`src/rtl/sincos_pkg.sv`:
```
`default_nettype none
// +--------------------------------------------------------------------+
// | sincos_pkg : shared constants for the sin/cos phase generator      |
// | Rev 1.0                                                            |
// +--------------------------------------------------------------------+
package sincos_pkg;

  localparam int ROM_AW  = 10;
  localparam int ROM_LAT = 2;

  typedef enum logic [1:0] {
    Q0 = 2'd0,
    Q1 = 2'd1,
    Q2 = 2'd2,
    Q3 = 2'd3
  } quad_e;

  // Galois LFSR, taps 24,23,22,17 (right-shifting form)
  localparam logic [23:0] LFSR_SEED = 24'h000001;
  localparam logic [23:0] LFSR_TAPS = 24'hE10000;

  function automatic logic [23:0] lfsr_step(input logic [23:0] cur);
    lfsr_step = {1'b0, cur[23:1]} ^ (cur[0] ? LFSR_TAPS : 24'h000000);
  endfunction

endpackage
`default_nettype wire

```
`src/rtl/sincos_quad_fold.sv`:
```
`default_nettype none
// +--------------------------------------------------------------------+
// | sincos_quad_fold : registered quadrant fold plus ROM address slice |
// | Rev 1.0                                                            |
// +--------------------------------------------------------------------+
module sincos_quad_fold #(
  parameter int NBA    = 22,
  parameter int ROM_AW = 10
) (
  input  logic              clk,
  input  logic              rst,
  input  logic [NBA-1:0]    t,
  input  logic              v_in,
  output logic [NBA-3:0]    a,
  output logic              s,
  output logic [ROM_AW-1:0] rom_addr,
  output logic              v
);
  import sincos_pkg::*;

  logic [1:0]     q;
  logic [NBA-3:0] m;
  logic [NBA-3:0] a_d, a_q;
  logic           s_d, s_q;
  logic           v_d, v_q;

  assign q = t[NBA-1:NBA-2];
  assign m = t[NBA-3:0];

  // a and s only move on valid samples; otherwise they hold.
  always_comb begin
    a_d = a_q;
    s_d = s_q;
    v_d = v_in;
    if (v_in) begin
      case (quad_e'(q))
        Q0:      begin a_d = m;  s_d = 1'b1; end
        Q1:      begin a_d = ~m; s_d = 1'b0; end
        Q2:      begin a_d = m;  s_d = 1'b0; end
        default: begin a_d = ~m; s_d = 1'b1; end
      endcase
    end
  end

  always_ff @(posedge clk) begin
    if (rst) begin
      a_q <= '0;
      s_q <= 1'b0;
      v_q <= 1'b0;
    end else begin
      a_q <= a_d;
      s_q <= s_d;
      v_q <= v_d;
    end
  end

  assign a        = a_q;
  assign s        = s_q;
  assign v        = v_q;
  assign rom_addr = a_q[NBA-3 -: ROM_AW];

endmodule
`default_nettype wire

```
`src/rtl/sincos_phase_gen.sv`:
```
`default_nettype none
// +--------------------------------------------------------------------+
// | sincos_phase_gen : NCO accumulator + quadrant folder for cosine_int |
// | Optional macro SINCOS_PHASE_DITHER_EN adds LFSR truncation dither.  |
// | Rev 1.0                                                            |
// +--------------------------------------------------------------------+
module sincos_phase_gen #(
  parameter int NBP    = 32,
  parameter int NBA    = 22,
  parameter int ROM_AW = 10
) (
  input  logic              c,
  input  logic              r,
  input  logic [NBP-1:0]    freq,
  input  logic              freq_we,
  input  logic [NBP-1:0]    phase_ofs,
  input  logic              en,
  input  logic              sync,
  output logic [NBA-3:0]    a,
  output logic              s,
  output logic [ROM_AW-1:0] rom_addr,
  output logic              v
);
  import sincos_pkg::*;

  logic [NBP-1:0] freq_d, freq_q;
  logic [NBP-1:0] acc_d,  acc_q;
  logic [NBP-1:0] ph_d,   ph_q;
  logic           v1_d,   v1_q;
  logic [NBA-1:0] t_d,    t_q;
  logic           v2_d,   v2_q;

`ifdef SINCOS_PHASE_DITHER_EN
  logic [23:0]    lfsr_d, lfsr_q;
  logic [NBP-1:0] dith;

  generate
    if (NBP > NBA) begin : g_dith
      assign dith = {{NBA{1'b0}}, lfsr_q[NBP-NBA-1:0]};
    end else begin : g_no_dith
      assign dith = '0;
    end
  endgenerate

  always_comb begin
    lfsr_d = lfsr_q;
    if (sync) begin
      lfsr_d = LFSR_SEED;
    end else if (en) begin
      lfsr_d = lfsr_step(lfsr_q);
    end
  end

  always_ff @(posedge c) begin
    if (r) lfsr_q <= LFSR_SEED;
    else   lfsr_q <= lfsr_d;
  end
`endif

  // Pipeline samples the pre-update accumulator, so sync's first sample is 0.
  always_comb begin
    freq_d = freq_we ? freq : freq_q;
    acc_d  = acc_q;
    if (sync) begin
      acc_d = '0;
    end else if (en) begin
      acc_d = acc_q + freq_q;
    end
    ph_d = acc_q + phase_ofs;
    v1_d = en;
`ifdef SINCOS_PHASE_DITHER_EN
    t_d  = NBA'((ph_q + dith) >> (NBP - NBA));
`else
    t_d  = NBA'(ph_q >> (NBP - NBA));
`endif
    v2_d = v1_q;
  end

  always_ff @(posedge c) begin
    if (r) begin
      freq_q <= '0;
      acc_q  <= '0;
      ph_q   <= '0;
      v1_q   <= 1'b0;
      t_q    <= '0;
      v2_q   <= 1'b0;
    end else begin
      freq_q <= freq_d;
      acc_q  <= acc_d;
      ph_q   <= ph_d;
      v1_q   <= v1_d;
      t_q    <= t_d;
      v2_q   <= v2_d;
    end
  end

  sincos_quad_fold #(
    .NBA    (NBA),
    .ROM_AW (ROM_AW)
  ) u_fold (
    .clk      (c),
    .rst      (r),
    .t        (t_q),
    .v_in     (v2_q),
    .a        (a),
    .s        (s),
    .rom_addr (rom_addr),
    .v        (v)
  );

endmodule
`default_nettype wire

```
`config.mk`:
```
export PLATFORM = sky130hd
export DESIGN_NAME = sincos_phase_gen
export DESIGN_NICKNAME = d
export VERILOG_FILES = /design/src/rtl/sincos_pkg.sv /design/src/rtl/sincos_quad_fold.sv /design/src/rtl/sincos_phase_gen.sv
export SDC_FILE = /design/constraint.sdc
export NUM_CORES = 1
export LEC_CHECK = 0
export CAP_MARGIN = 20
export CORE_MARGIN = 10
export CORE_UTILIZATION = 45
export DETAILED_ROUTE_END_ITERATION = 10
export PLACE_DENSITY = 0.68
export SYNTH_ARGS = -nofsm -noshare
export SYNTH_HDL_FRONTEND = slang
export SYNTH_SLANG_ARGS = --single-unit
```
`constraint.sdc`:
```
create_clock -name c -period 8.3 [get_ports c]
set_input_delay 1.66 -clock c [delete_from_list [all_inputs] [get_ports c]]
set_output_delay 1.66 -clock c [all_outputs]
set_load 0.03 [all_outputs]
```
== Word-level counts from Yosys, hierarchy flattened ==
Cells that the tools add are included.
Widths: inputs -> output; s select.

* Bits in registers: 142
* Output and inout bits: 32
* Word-level logic and storage cells: 20

* Add/subtract/negate cells: 2
* Bitwise logic cells: 1
* Reductions and logical operators: 4
* Equal/unequal tests: 2
* Multiplexer cells: 2

{| class="wikitable"
|+ Operator list
! operator !! count
|-
| $add 32x32->32 || 2
|-
| $mux 20 || 1
|-
| $not 20->20 || 1
|-
| $reduce_or 2->1 || 3
|-
| $eq 2x1->1 const B || 1
|-
| $eq 2x2->1 const B || 1
|-
| $logic_not 2->1 || 1
|-
| $mux 1 || 1
|}

== Logic depth before layout (Yosys ltp) ==
* Word-level depth: 3
* Depth in mapped cells: 11

== By module ==
Synthesis repeated with hierarchy kept, for this count alone.

* Cell total of the unflattened synthesis: 809
* Area total of the unflattened synthesis: 7,260.7 µm²

{| class="wikitable"
|+ By module, submodules not included
! module !! area each (µm²) !! instances !! cells an instance
|-
| sincos_phase_gen || 6,130.9 || 1 || 675
|-
| sincos_quad_fold || 1,129.8 || 1 || 134
|}

== Worst setup path after synthesis ==
OpenSTA, ideal clock, no wires.

* Path kind: input-to-reg
* Start point: input port phase_ofs[5]
* End point: register ph_q[29]
* Data arrival time: 3.601 ns
* Required time: 8.177 ns
* Cell stages on the path: 9
* Setup slack: 4.576 ns
* Cell sequence: ha_1 -> a21o_1 -> a211o_1 -> a21oi_1 -> a21oi_1 -> o311ai_2 -> a31oi_1 -> o221ai_1 -> mux2_1

* Word-level cells in the longest chain between the ends: 1

{| class="wikitable"
|+ Ends and longest elaborated chain
! what !! RTL line !! source
|-
| start: declaration || sincos_phase_gen.sv:16 || <nowiki>input logic [NBP-1:0] phase_ofs,</nowiki>
|-
| $add 32x32->32 || sincos_phase_gen.sv:69 || <nowiki>ph_d = acc_q + phase_ofs;</nowiki>
|-
| end signal: assignment || sincos_phase_gen.sv:90 || <nowiki>ph_q <= ph_d;</nowiki>
|-
| end: declaration || sincos_phase_gen.sv:28 || <nowiki>logic [NBP-1:0] ph_d, ph_q;</nowiki>
|}

No other way between the ends.
A chain may end at the register's enable or synchronous reset.

== Worst setup path after layout ==
* Start point: input port phase_ofs[5]
* End point: register ph_q[25]

Same word-level chain as after synthesis.

==> qor.yml <==
fmax_mhz: 247
power_density_mw_per_mm2: 193
seq_area_frac_synth_pct: 35.9
fillerInstances: 1481
gp_congestion: 0.874
hold_path_class: "register to register"
syn-num-nets: 955
p_seq_share_pct: 39.1
grt_pass1_wl_microns: 27400
cts_setup_buffers: 0
start_util_pct: 46.2
cp-start-kind: "primary input"
cts.clk_slew.worst_paths_ns: 0.06
vias: 5872
rsz0062_at_grt: "no"
power.net_switching_uw: 428
vdd_drop_max_mv: 0.143
synth_commonest_cells: "dfxtp_1, nor2_1, ha_1"
synth_flop_cell: "dfxtp_1"
clk_latency_ns: 0.42
fin_hold_ws_ns: 0.431
antenna_left: 0
final_core_util_pct: 57.0
cts.sinks: 132
crit_buf_inv: 1
cp.depth: 11
place.detailed.hpwl_microns: 12500
ctsResizeCount: 0
core.rowCount: 46
grt.overflow.total: 0
synth_edf_count: 0
cts.htree.levels: 4
synth_cell_types: 66
placed_area_sq_mm: 0.00842
critPathMaxStageDelay_ns: 0.41
setup_viol: 0
antenna_found_initial: 0
synthMostInstantiatedCell: "dfxtp_1"
io_buffers: 100
layout.cells.non_filler: 1124
top_usage_layer: "met2"
cts_buffer_depth: 2
drive_gt1_share_pct: 5.73
cts_tree: "built"
setup_tns_ns: 0
r2r_cells: 11
status: "finished, final reports clean"
worstSetupPathType: "primary input to register"
use_met2_pct: 24.3
yosysTopAreaCell: "dfxtp_1"
ctsRootBufferMaster: "clkbuf_16"
coreArea_sq_mm: 0.0159
worstPathMaxFanout: 3
globalRouteMet1Util_pct: 18.9
synth_seq_cells: 132
drt-initial-drc-count: 257
yosysWarnings: 0
synth_area_leaders: "dfxtp_1, ha_1, mux2i_1"
required_ns: 8.57
cts_hold_buf: 0
async_flop_share_pct: 0
leakage_uw: 0.00399
drtPass1Iterations: 6
final_nets: 1028
drv_cap: 0
vias_per_cell: 5.22
synth.top_cell.area_share_pct: 35.9
die_w_microns: 148
r2r_slack_ns: 5.32
comb_power_share_pct: 13.1
io_pins: 101
avgRoutedWirePerCell_microns: 14.8
reg2reg_to: "acc_q[18]"
worstSetupEndpoint: "ph_q[25]"
maxSlewHeadroom_pct: 29.8
hold_viol: 0
intPower_uw: 1320
tightest_slew_ns: 1.05
met3_usage_pct: 3.69
grt_pass1_vias: 5660
avgSynthCellArea_sq_um: 8.96
min_period_over_period_pct: 48.7
clkPwrFrac_pct: 47.8
p_sw_share_pct: 24.5
min_period_ns: 4.04
crit_chain: "clkdlybuf4s50_1, ha_1, a21o_1, a211o_1, a21oi_1, a21oi_1, o311ai_2, a31oi_1, a41oi_1, xor2_1, nor2_1"
final_area_sq_mm: 0.00908
grt_max_degree: 105
r2r_start: "freq_q[0]"
critPathMostFrequentCell: "a21oi_1"
drv_slew: 0
fp.dieArea_sq_mm: 0.0219
synthToLayoutAreaGrowth_pct: 23.3
dp_cells: 1092
syn-instance-count: 822
cp_top_family: "compound AO/OA/AOI/OAI gates"
crit_start: "phase_ofs[5]"
netlist_area_sq_mm: 0.00736
antenna_cells: 0
arrival_ns: 4.31
numCtsBuffers: 17
setup.worst_path.end_class: "register"
drcViolationCount: 0
finalClockSkew_ns: 0.00807
grtUsageTotal_pct: 15.1
cpMaxStageDelayCell: "clkdlybuf4s50_1"
wl_microns: 16600
die_h_microns: 148
## metal layers
layer  vias up  share of wire [%]
li1       3081                  -
met1      2643                 48
met2       128                 46
met3        20                4.7
met4         0                1.6
met5         -                  0
## placed cells by master (no fill, tap or decap), drive strengths merged, types with 6 or more instances in the layout
cell type,count
a21o,40
nor2b,30
a21oi,50
xnor2,43
clkbuf,18
dfxtp,132
o21bai,7
clkdlybuf4s50,97
nor3,10
nand3,12
a211oi,30
o21ai,30
a31oi,8
nand2,38
mux2i,53
inv,14
o211ai,6
nand4,6
xor2,19
ha,63
o21a,8
and3,8
o31ai,8
nor2,116
## how the worst min path moves through the flow
| stage | from | to | slack, ns | cells past startpoint |
|---|---|---|---|---|
| 2_1_floorplan | ph_q[10] | t_q[0] | 0.41 | 1 |
| 3_3_place_gp | ph_q[30] | t_q[20] | 0.42 | 1 |
| 3_5_place_dp | ph_q[18] | t_q[8] | 0.42 | 1 |
| 4_1_cts | ph_q[18] | t_q[8] | 0.43 | 1 |
| 5_1_grt | ph_q[23] | t_q[13] | 0.45 | 1 |
| 6_report | ph_q[18] | t_q[8] | 0.43 | 1 |
## metrics by stage
step	worst slack, ns	total power, uW
floorplan	4.58	851
global placement	3.95	925
detailed placement	3.88	928
CTS	4.31	1770
global route	4.08	1830
finish	4.26	1750
## area by class of cell
class                           count  area [sq um]  share of cell area, %
Timing Repair Buffer              102          1000                   11.1
Inverter                           11          41.3                  0.455
Multi-Input combinational cell    631          4460                   49.1
Sequential cell                   132          2640                   29.1
Tap cell                          216           270                   2.98
Clock inverter                     14           224                   2.47
Clock buffer                       18           439                   4.84
## kinds of logic after synthesis
| group | count (synthesis) | share of synthesized area (%) |
|---|---|---|
| buf+inv | 59 | 3.55 |
| fa+ha+maj | 64 | 11.0 |
| simple gates | 242 | 15.4 |
| xor+xnor | 62 | 7.37 |
| flops | 132 | 35.9 |
| mux | 54 | 7.36 |
| compound gates | 209 | 19.5 |
## power groups by stage
stage | registers, uW | logic (uW) | clock network [uW]
floorplan | 704 | 148 | 0
global placement | 697 | 228 | 0
detailed placement | 698 | 230 | 0
CTS | 684 | 232 | 855
global route | 688 | 254 | 883
finish | 684 | 230 | 836
## sequential cells by signal, indices dropped and copies added (netlist names)
register	cells
v1_q	1
t_q	22
v2_q	1
acc_q	32
u_fold.v	1
u_fold.a	20
ph_q	22
freq_q	32
u_fold.s	1
## worst register-to-register path: stages (launching register included)
cell and delay, ns:
dfxtp_1 0.32, ha_1 0.24, fa_1 0.40, a21oi_1 0.30, o31ai_2 0.14, a41oi_2 0.25
a21oi_1 0.12, and3_1 0.21, a31oi_1 0.26, o21ai_1 0.13, nor4b_2 0.17, a311o_1 0.33
Note: power is estimated with default switching activity, not from simulation.
